<file path="src/rtl/d_phy_tx_lane_sequencer.sv">
`default_nettype none
// =====================================================================
// Module   : d_phy_tx_lane_sequencer
// Brief    : D-PHY HS transmit sequencer driving Clock/Data Lane PPI
// Revision : 1.0
// =====================================================================
module d_phy_tx_lane_sequencer #(
    parameter int N_LANES_MAX      = 4,
    parameter int WORD_W           = 8,
    parameter int BURST_W          = 16,
    parameter int TCLK_POST_CYCLES = 4
) (
    input  logic                             hs_tx_word_clk,
    input  logic                             rst_n,
    input  logic [$clog2(N_LANES_MAX+1)-1:0] cfg_active_lanes,
    input  logic                             cfg_clk_continuous,
    input  logic [WORD_W-1:0]                cfg_pad_byte,
    input  logic                             req_valid,
    output logic                             req_ready,
    input  logic [BURST_W-1:0]               req_burst_size,
    input  logic [N_LANES_MAX*WORD_W-1:0]    in_data,
    input  logic                             in_valid,
    output logic                             in_ready,
    output logic                             clk_tx_request_hs,
    input  logic                             clk_tx_ready_hs,
    output logic [N_LANES_MAX-1:0]           data_tx_request_hs,
    input  logic [N_LANES_MAX-1:0]           data_tx_ready_hs,
    output logic [N_LANES_MAX*WORD_W-1:0]    tx_data_hs,
    input  logic [N_LANES_MAX:0]             stopstate,
    output logic                             busy,
    output logic                             done,
    output logic                             err_underrun
);
    localparam int LW = $clog2(N_LANES_MAX+1);
    localparam int CW = 8;
    localparam logic [LW-1:0] C_MAX_LANES = LW'(N_LANES_MAX);
    localparam logic [CW-1:0] C_POST_LAST = CW'(TCLK_POST_CYCLES-1);

    typedef enum logic [2:0] {
        ST_IDLE     = 3'd0,
        ST_CLK_REQ  = 3'd1,
        ST_DATA     = 3'd2,
        ST_DRAIN    = 3'd3,
        ST_CLK_POST = 3'd4
    } state_t;

    state_t                         state, state_nxt;
    logic [LW-1:0]                  act_lanes, act_lanes_nxt;
    logic [BURST_W-1:0]             rem, rem_nxt;
    logic [N_LANES_MAX*WORD_W-1:0]  data_q, data_nxt;
    logic [N_LANES_MAX-1:0]         fill_q, fill_nxt;
    logic [N_LANES_MAX-1:0]         lane_req_q, lane_req_nxt;
    logic                           clk_req_q, clk_req_nxt;
    logic [CW-1:0]                  post_cnt, post_cnt_nxt;
    logic                           done_q, done_nxt;
    logic                           und_q, und_nxt;

    logic [1:0]                     rst_sync;
    logic                           rst_int_n;
    logic [LW-1:0]                  cfg_lanes;
    logic [LW-1:0]                  take;
    logic [N_LANES_MAX-1:0]         act_mask, cfg_mask, load_mask;
    logic                           beat, quiet, stop_ok;

    // Assertion is immediate, release is re-timed to the word clock.
    always_ff @(posedge hs_tx_word_clk or negedge rst_n) begin
        if (!rst_n) rst_sync <= 2'b00;
        else        rst_sync <= {rst_sync[0], 1'b1};
    end
    assign rst_int_n = rst_sync[1];

    assign take = (rem < BURST_W'(act_lanes)) ? LW'(rem) : act_lanes;

    always_comb begin
        cfg_lanes = cfg_active_lanes;
        if (cfg_active_lanes == '0)
            cfg_lanes = LW'(1);
        else if (cfg_active_lanes > C_MAX_LANES)
            cfg_lanes = C_MAX_LANES;
        act_mask  = '0;
        cfg_mask  = '0;
        load_mask = '0;
        for (int i = 0; i < N_LANES_MAX; i++) begin
            act_mask[i]  = (LW'(i) < act_lanes);
            cfg_mask[i]  = (LW'(i) < cfg_lanes);
            load_mask[i] = (LW'(i) < take);
        end
    end

    assign beat    = &(data_tx_ready_hs | ~act_mask);
    assign quiet   = ~|(data_tx_ready_hs & act_mask);
    // A running continuous clock lane is never in stop state, so bit 0 is waived.
    assign stop_ok = (&(stopstate[N_LANES_MAX:1] | ~cfg_mask)) & (stopstate[0] | clk_req_q);
    assign req_ready = (state == ST_IDLE) && stop_ok;

    always_comb begin
        state_nxt     = state;
        act_lanes_nxt = act_lanes;
        rem_nxt       = rem;
        data_nxt      = data_q;
        fill_nxt      = fill_q;
        lane_req_nxt  = lane_req_q;
        clk_req_nxt   = clk_req_q;
        post_cnt_nxt  = post_cnt;
        done_nxt      = 1'b0;
        und_nxt       = 1'b0;
        in_ready      = 1'b0;
        case (state)
            ST_IDLE: begin
                if (clk_req_q && !cfg_clk_continuous)
                    clk_req_nxt = 1'b0;
                if (req_valid && req_ready) begin
                    act_lanes_nxt = cfg_lanes;
                    rem_nxt       = req_burst_size;
                    if (req_burst_size == '0) begin
                        done_nxt = 1'b1;
                    end else begin
                        clk_req_nxt = 1'b1;
                        state_nxt   = ST_CLK_REQ;
                    end
                end
            end
            ST_CLK_REQ: begin
                clk_req_nxt = 1'b1;
                if (clk_tx_ready_hs && in_valid) begin
                    in_ready     = 1'b1;
                    data_nxt     = in_data;
                    fill_nxt     = load_mask;
                    rem_nxt      = rem - BURST_W'(take);
                    lane_req_nxt = act_mask;
                    state_nxt    = ST_DATA;
                end
            end
            ST_DATA: begin
                if (beat) begin
                    if (rem != '0) begin
                        if (in_valid) begin
                            in_ready = 1'b1;
                            data_nxt = in_data;
                            fill_nxt = load_mask;
                            rem_nxt  = rem - BURST_W'(take);
                        end else begin
                            // Starved slot: send pad and keep the byte count.
                            fill_nxt = '0;
                            und_nxt  = 1'b1;
                        end
                    end else begin
                        lane_req_nxt = '0;
                        fill_nxt     = '0;
                        state_nxt    = ST_DRAIN;
                    end
                end
            end
            ST_DRAIN: begin
                if (quiet) begin
                    post_cnt_nxt = '0;
                    state_nxt    = ST_CLK_POST;
                end
            end
            ST_CLK_POST: begin
                if (post_cnt == C_POST_LAST) begin
                    done_nxt  = 1'b1;
                    state_nxt = ST_IDLE;
                    if (!cfg_clk_continuous)
                        clk_req_nxt = 1'b0;
                end else begin
                    post_cnt_nxt = post_cnt + CW'(1);
                end
            end
            default: state_nxt = ST_IDLE;
        endcase
    end

    always_ff @(posedge hs_tx_word_clk or negedge rst_int_n) begin
        if (!rst_int_n) begin
            state      <= ST_IDLE;
            act_lanes  <= LW'(1);
            rem        <= '0;
            data_q     <= '0;
            fill_q     <= '0;
            lane_req_q <= '0;
            clk_req_q  <= 1'b0;
            post_cnt   <= '0;
            done_q     <= 1'b0;
            und_q      <= 1'b0;
        end else begin
            state      <= state_nxt;
            act_lanes  <= act_lanes_nxt;
            rem        <= rem_nxt;
            data_q     <= data_nxt;
            fill_q     <= fill_nxt;
            lane_req_q <= lane_req_nxt;
            clk_req_q  <= clk_req_nxt;
            post_cnt   <= post_cnt_nxt;
            done_q     <= done_nxt;
            und_q      <= und_nxt;
        end
    end

    for (genvar g = 0; g < N_LANES_MAX; g++) begin : g_lane
        assign tx_data_hs[g*WORD_W +: WORD_W] = fill_q[g] ? data_q[g*WORD_W +: WORD_W] : cfg_pad_byte;
    end

    assign clk_tx_request_hs  = clk_req_q;
    assign data_tx_request_hs = lane_req_q;
    assign busy               = (state != ST_IDLE);
    assign done               = done_q;
    assign err_underrun       = und_q;
endmodule
`default_nettype wire

</file>
<file path="config.mk">
export PLATFORM = sky130hd
export DESIGN_NAME = d_phy_tx_lane_sequencer
export DESIGN_NICKNAME = d
export VERILOG_FILES = /design/src/rtl/d_phy_tx_lane_sequencer.sv
export SDC_FILE = /design/constraint.sdc
export NUM_CORES = 1
export LEC_CHECK = 0
export ABC_AREA = 1
export CAP_MARGIN = 0
export CELL_PAD_IN_SITES_DETAIL_PLACEMENT = 1
export CELL_PAD_IN_SITES_GLOBAL_PLACEMENT = 2
export CORE_UTILIZATION = 24
export DETAILED_ROUTE_END_ITERATION = 6
export MAX_ROUTING_LAYER = met4
export PLACE_DENSITY = 0.77
export SLEW_MARGIN = 20
export SYNTH_ARGS = -nofsm -noshare
export SYNTH_HDL_FRONTEND = slang
export SYNTH_SLANG_ARGS = --single-unit
</file>
<file path="constraint.sdc">
create_clock -name hs_tx_word_clk -period 2.36 [get_ports hs_tx_word_clk]
set_input_delay 0.472 -clock hs_tx_word_clk [delete_from_list [all_inputs] [get_ports hs_tx_word_clk]]
set_output_delay 0.472 -clock hs_tx_word_clk [all_outputs]
set_load 0.02 [all_outputs]
</file>
# After elaboration in Yosys (flattened, before gate mapping)
# Cells that the tools add are included.
# classes
reduce_logical	25
n_addsub	2
mux	57
n_eq_ne	16
order_cmp	14
n_bitwise	7
# op_table
operator	count
$mux W32	4
$mux W16	5
$pmux W32 S2	1
$mux W8	6
$pmux W16 S3	1
$mux W3	10
$mux W4	7
$ne A2 B2 Y1 const B	10
$lt A1 B3 Y1 const A	6
$lt A2 B3 Y1 const A	6
$logic_not A16 Y1	1
$lt A16 B3 Y1	1
$mux W1	16
$pmux W4 S2	2
$pmux W8 S2	1
$reduce_bool A16 Y1	1
$sub A16 B3 Y16	1
$pmux W3 S5	1
$reduce_and A4 Y1	3
$reduce_and A3 Y1	3
$reduce_bool A3 Y1	3
$add A8 B1 Y8 const B	1
$eq A8 B2 Y1 const B	1
$not A4 Y4	2
20 further kinds	28
# totals
word_cells	132
register_bits	75

# Longest topological paths before layout
# logic_depth
ltp_word	12
ltp_mapped	24
depth_no_buf	24

# Worst setup path before layout
# OpenSTA, ideal clock, no wires.
# synth_timing
path_type	register to register
from	reg act_lanes[2]
to	reg rem[10]
setup_slack_ps	-350
path_buffers	0
t_arrival_ps	2645
stages_incl_launch_ff	22
cell_sequence	dfrtp_1 inv_2 ha_1 or2_1 nor2_1 nand3_1 nand2_1 nand2_1 inv_1 ha_1 inv_1 fa_1 nand2_1 nand2_1 inv_1 nand2_1 nor2_1 xor2_1 nand2_1 nand2_1 nand2_1 nand2_1
# synth_via
elab_chain_len	7
word_cells_on_any_way	17
cone_classes	add/sub: 1; order compare: 5; eq/ne: 1; mux: 6; bitwise: 2; reduce/logical: 2
# synth_lines
element	line	source
start: declaration	48	logic [LW-1:0] act_lanes, act_lanes_nxt;
start signal: assignment	188	act_lanes <= act_lanes_nxt;
$lt A16 B3 Y1	72	assign take = (rem < BURST_W'(act_lanes)) ? LW'(rem) : act_lanes;
$mux W3	72	
$sub A16 B3 Y16	129, 141	
$mux W16	137	if (in_valid) begin
$mux W16	136	if (rem != '0) begin
$mux W16	135	if (beat) begin
$pmux W16 S3	108	case (state)
end signal: assignment	189	rem <= rem_nxt;
end: declaration	49	logic [BURST_W-1:0] rem, rem_nxt;
# Several ways; a longest one is shown, not always the timed one. The select of a mux whose other input is x is not followed.
# A chain may end at the register's enable or synchronous reset.

# Worst setup path in the final report
# layout_timing
from	reg act_lanes[2]
to	reg rem[5]
# The elaborated chain is that of the path after synthesis.

==> impl_metrics.json <==
{
  "clk_path_buf_depth": 2,
  "yosysWarnings": 0,
  "synthMuxAreaShare_pct": 0,
  "crit_path_max_fanout": 5,
  "ys_seq_area_share_pct": 42.1,
  "grt_use_met3_pct": 2.94,
  "synthAdderAreaFrac_pct": 2.13,
  "cpMaxStageDelayCell": "dfrtp_1",
  "status": "finished, violations left",
  "worstPathCellList": "inv_2, ha_4, or2_4, nor2_4, nand3_4, buf_6, buf_4, o21ai_4, ha_1, nand2_2, nor2_4, nor2_4, buf_6, nand2_1, xnor2_2, nand2_1, nand2_1, nand2_1, nand2_1",
  "post-place-ws_ns": -0.368,
  "multi_input_area_sq_um": 2530,
  "p_leak_nw": 3.69,
  "die_x_um": 138,
  "arrival_ns": 2.92,
  "endpoint_kind": "register",
  "violations": "design-rule violations, negative setup slack",
  "numCtsBuffers": 9,
  "rsz0062_at_grt": "true",
  "die_area_sq_um": 19200,
  "intPower_mw": 5.89,
  "drt_iter0_drc": 206,
  "synth.distinct_cells": 37,
  "setup_slack_ns": -0.333,
  "cts_tree": "done",
  "p_clk_share_pct": 15.0,
  "synth_flop_cell": "dfrtp_1",
  "io_pins": 116,
  "initial_core_util_pct": 24.7,
  "synth_top_area_share_pct": 41.5,
  "cpMostUsedCell": "nand2_1",
  "final-hold-violation-count": 0,
  "firstDrtPassIters": 6,
  "power_density_nw_per_um2": 1540,
  "grt_max_degree": 74,
  "critPathLaunchType": "register",
  "r2r_cells": 19,
  "synth_top_family_by_area": "simple AND/OR/NAND/NOR gates",
  "hpwl_um": 11600,
  "swShare_pct": 46.1,
  "place_congestion": 0.812,
  "fmax_mhz": 371,
  "core_area_sq_um": 18100,
  "vias": 4849,
  "clk_pin_slew_ns": 0.06,
  "syn_inst": 653,
  "maxCapViolCount": 0,
  "detail-route-antenna-nets": 0,
  "syn_avg_cell_area_sq_um": 6.84,
  "overflow": 0,
  "totalPowerFinal_mw": 10.9,
  "synth_area_leader_cell": "dfrtp_1",
  "setup_viol": 15,
  "globalRouteMet2Util_pct": 28.8,
  "area_delta_synth_final_pct": 59.1,
  "skew_ns": 0.00702,
  "placedCellCount": 1045,
  "power_frac_seq_pct": 21.7,
  "met1_usage_pct": 21.5,
  "synth_area_sq_um": 4470,
  "synth-simple-area-share_pct": 38.9,
  "drt-total-wl_um": 16100,
  "area.sequential_sq_um": 1880,
  "synthTopCellsByCount": "323 x nand2_1, 74 x dfrtp_1, 52 x nor2_1",
  "fp-row-count": 49,
  "grt_pass1_wl_um": 26300,
  "antenna_cells": 0,
  "insertion_delay_ns": 0.34,
  "synth_nets": 734,
  "grt_usage_pct": 17.6,
  "busiest_layer": "met2",
  "path_class": "reg2reg",
  "power_switching_mw": 5.05,
  "yosys-top-cells-area": "dfrtp_1 41%, nand2_1 27%, o21ai_0 5.0%",
  "htreeDepth": 3,
  "synth-xor-area-share_pct": 2.16,
  "die_h_um": 138,
  "final_max_slew_viol_count": 0,
  "period_needed_ns": 2.69,
  "pwr-share-comb_pct": 63.3,
  "n_fill_cell": 2216,
  "synth_compound_area_share_pct": 8.04,
  "layout-drive-gt1-share_pct": 20.2,
  "cts_sinks": 75,
  "async_flop_share_pct": 100,
  "required_ns": 2.59,
  "vdd_ir_drop_max_v": 0.000464,
  "ys_ff_latch": 75,
  "layoutNonFillerInstCount": 1077,
  "port_buffers": 115,
  "antenna_found_initial": 0,
  "hold_path_class": "in2async",
  "drc": 30,
  "viasPerCell": 4.50,
  "finalNetCount": 924,
  "fin_crit_sh_pct": 114,
  "synth_edf_count": 0,
  "slowest_delay_ns": 0.37,
  "fin_hold_ws_ns": 0.287,
  "post_drt_wl_per_cell_um": 15.0,
  "grt_pass1_vias": 5241,
  "cts_root_buffer": "clkbuf_16",
  "synth_most_common_cell": "nand2_1"
}
## cell usage in the layout (no fill, tap or decap), types with 3 or more instances in the layout
cell | netlist | layout
dlymetal6s2s_1 | 0 | 16
bufinv_16 | 0 | 3
nand2_2 | 5 | 17
inv_1 | 46 | 41
ha_4 | 0 | 4
inv_2 | 8 | 12
xnor2_1 | 5 | 3
dfrtp_2 | 0 | 5
xor2_1 | 6 | 6
nor2_1 | 52 | 45
nor2_4 | 2 | 8
nand2_1 | 323 | 307
nand2_4 | 0 | 4
nand3_2 | 4 | 5
o21ai_1 | 3 | 3
clkdlybuf4s50_1 | 0 | 93
buf_6 | 4 | 8
o21ai_0 | 45 | 40
buf_4 | 2 | 66
o21ai_2 | 0 | 4
clkbuf_16 | 0 | 9
dfrtp_1 | 74 | 69
nand3_4 | 1 | 3
buf_12 | 0 | 4
a21oi_1 | 12 | 12
nand4_1 | 6 | 6
nand3_1 | 22 | 19
nor2_2 | 3 | 4
dlygate4sd2_1 | 0 | 5
## cell type report
type / instances / area share [%]
Clock buffer: 9 / 3.17
Clock inverter: 7 / 1.74
Inverter: 54 / 2.89
Multi-Input combinational cell: 510 / 35.7
Sequential cell: 75 / 26.5
Tap cell: 229 / 4.03
Timing Repair Buffer: 193 / 26.0
## final timing paths
path,start,endpoint,slack [ns]
setup / recovery,act_lanes[2],rem[5],-0.33
hold / removal,rst_n,rst_sync[0],0.29
setup reg to reg,act_lanes[2],rem[5],-0.33
hold reg to reg,rst_sync[1],data_q[9],0.31
max in group asynchronous,rst_sync[1],act_lanes[0],1.70
min in group hs_tx_word_clk,rst_sync[0],rst_sync[1],0.36
## stage by stage
step / util (%) / TNS (ns) / cell area, sq um
after CTS: 37.9 / -2.53 / 6850
after global routing: 39.3 / -6.27 / 7100
final: 39.3 / -3.83 / 7100
after floorplan: - / -1.18 / 4490
after global placement: 35.1 / -6.23 / 6350
after detailed placement: 35.1 / -8.14 / 6350
## worst max-delay path: cells and delay by family (launching register included)
family	cells	cell delay, ns
AOI/OAI and AO/OA	1	0.16
and+or+nand+nor	11	1.02
DFF	1	0.37
buffers and inverters	4	0.47
adders and majority gates	2	0.42
xor gates and xnor gates	1	0.15
## sequential cells by signal, summed over array words and instances, names as in the netlist, 2 cells and up
| name | count |
|---|---|
| post_cnt | 8 |
| data_q | 32 |
| state | 3 |
| fill_q | 4 |
| rem | 16 |
| data_tx_request_hs | 4 |
| act_lanes | 3 |
| rst_sync | 2 |
## cell families after synthesis
| family | Yosys count |
|---|---|
| and+or+nand+nor | 424 |
| DFF | 75 |
| buffers and inverters | 68 |
| AOI/OAI and AO/OA | 67 |
| xor gates and xnor gates | 11 |
| adders and majority gates | 7 |
| other | 1 |
## power by group through the flow
stage | combinational, mW | clock (mW) | sequential, mW
2_1_floorplan | 3.66 | 0 | 2.31
3_3_place_gp | 6.12 | 0 | 2.35
3_5_place_dp | 6.28 | 0 | 2.36
4_1_cts | 6.60 | 1.69 | 2.35
5_1_grt | 7.68 | 1.74 | 2.45
6_report | 6.93 | 1.64 | 2.37
## metal layers
layer,part of all wire [%],vias to the layer above
li1,-,2407
met1,45,2307
met2,48,111
met3,4.6,24
met4,2.4,0
met5,0,-
## timing repair
item	in CTS	in global routing
pin swaps	15	30
setup endpoints to repair	24	42
hold buffers	0	0
gates resized for setup	39	52
endpoints found under the hold margin	0	0
buffers inserted	5	11
Power figures use the tool's default switching activity.
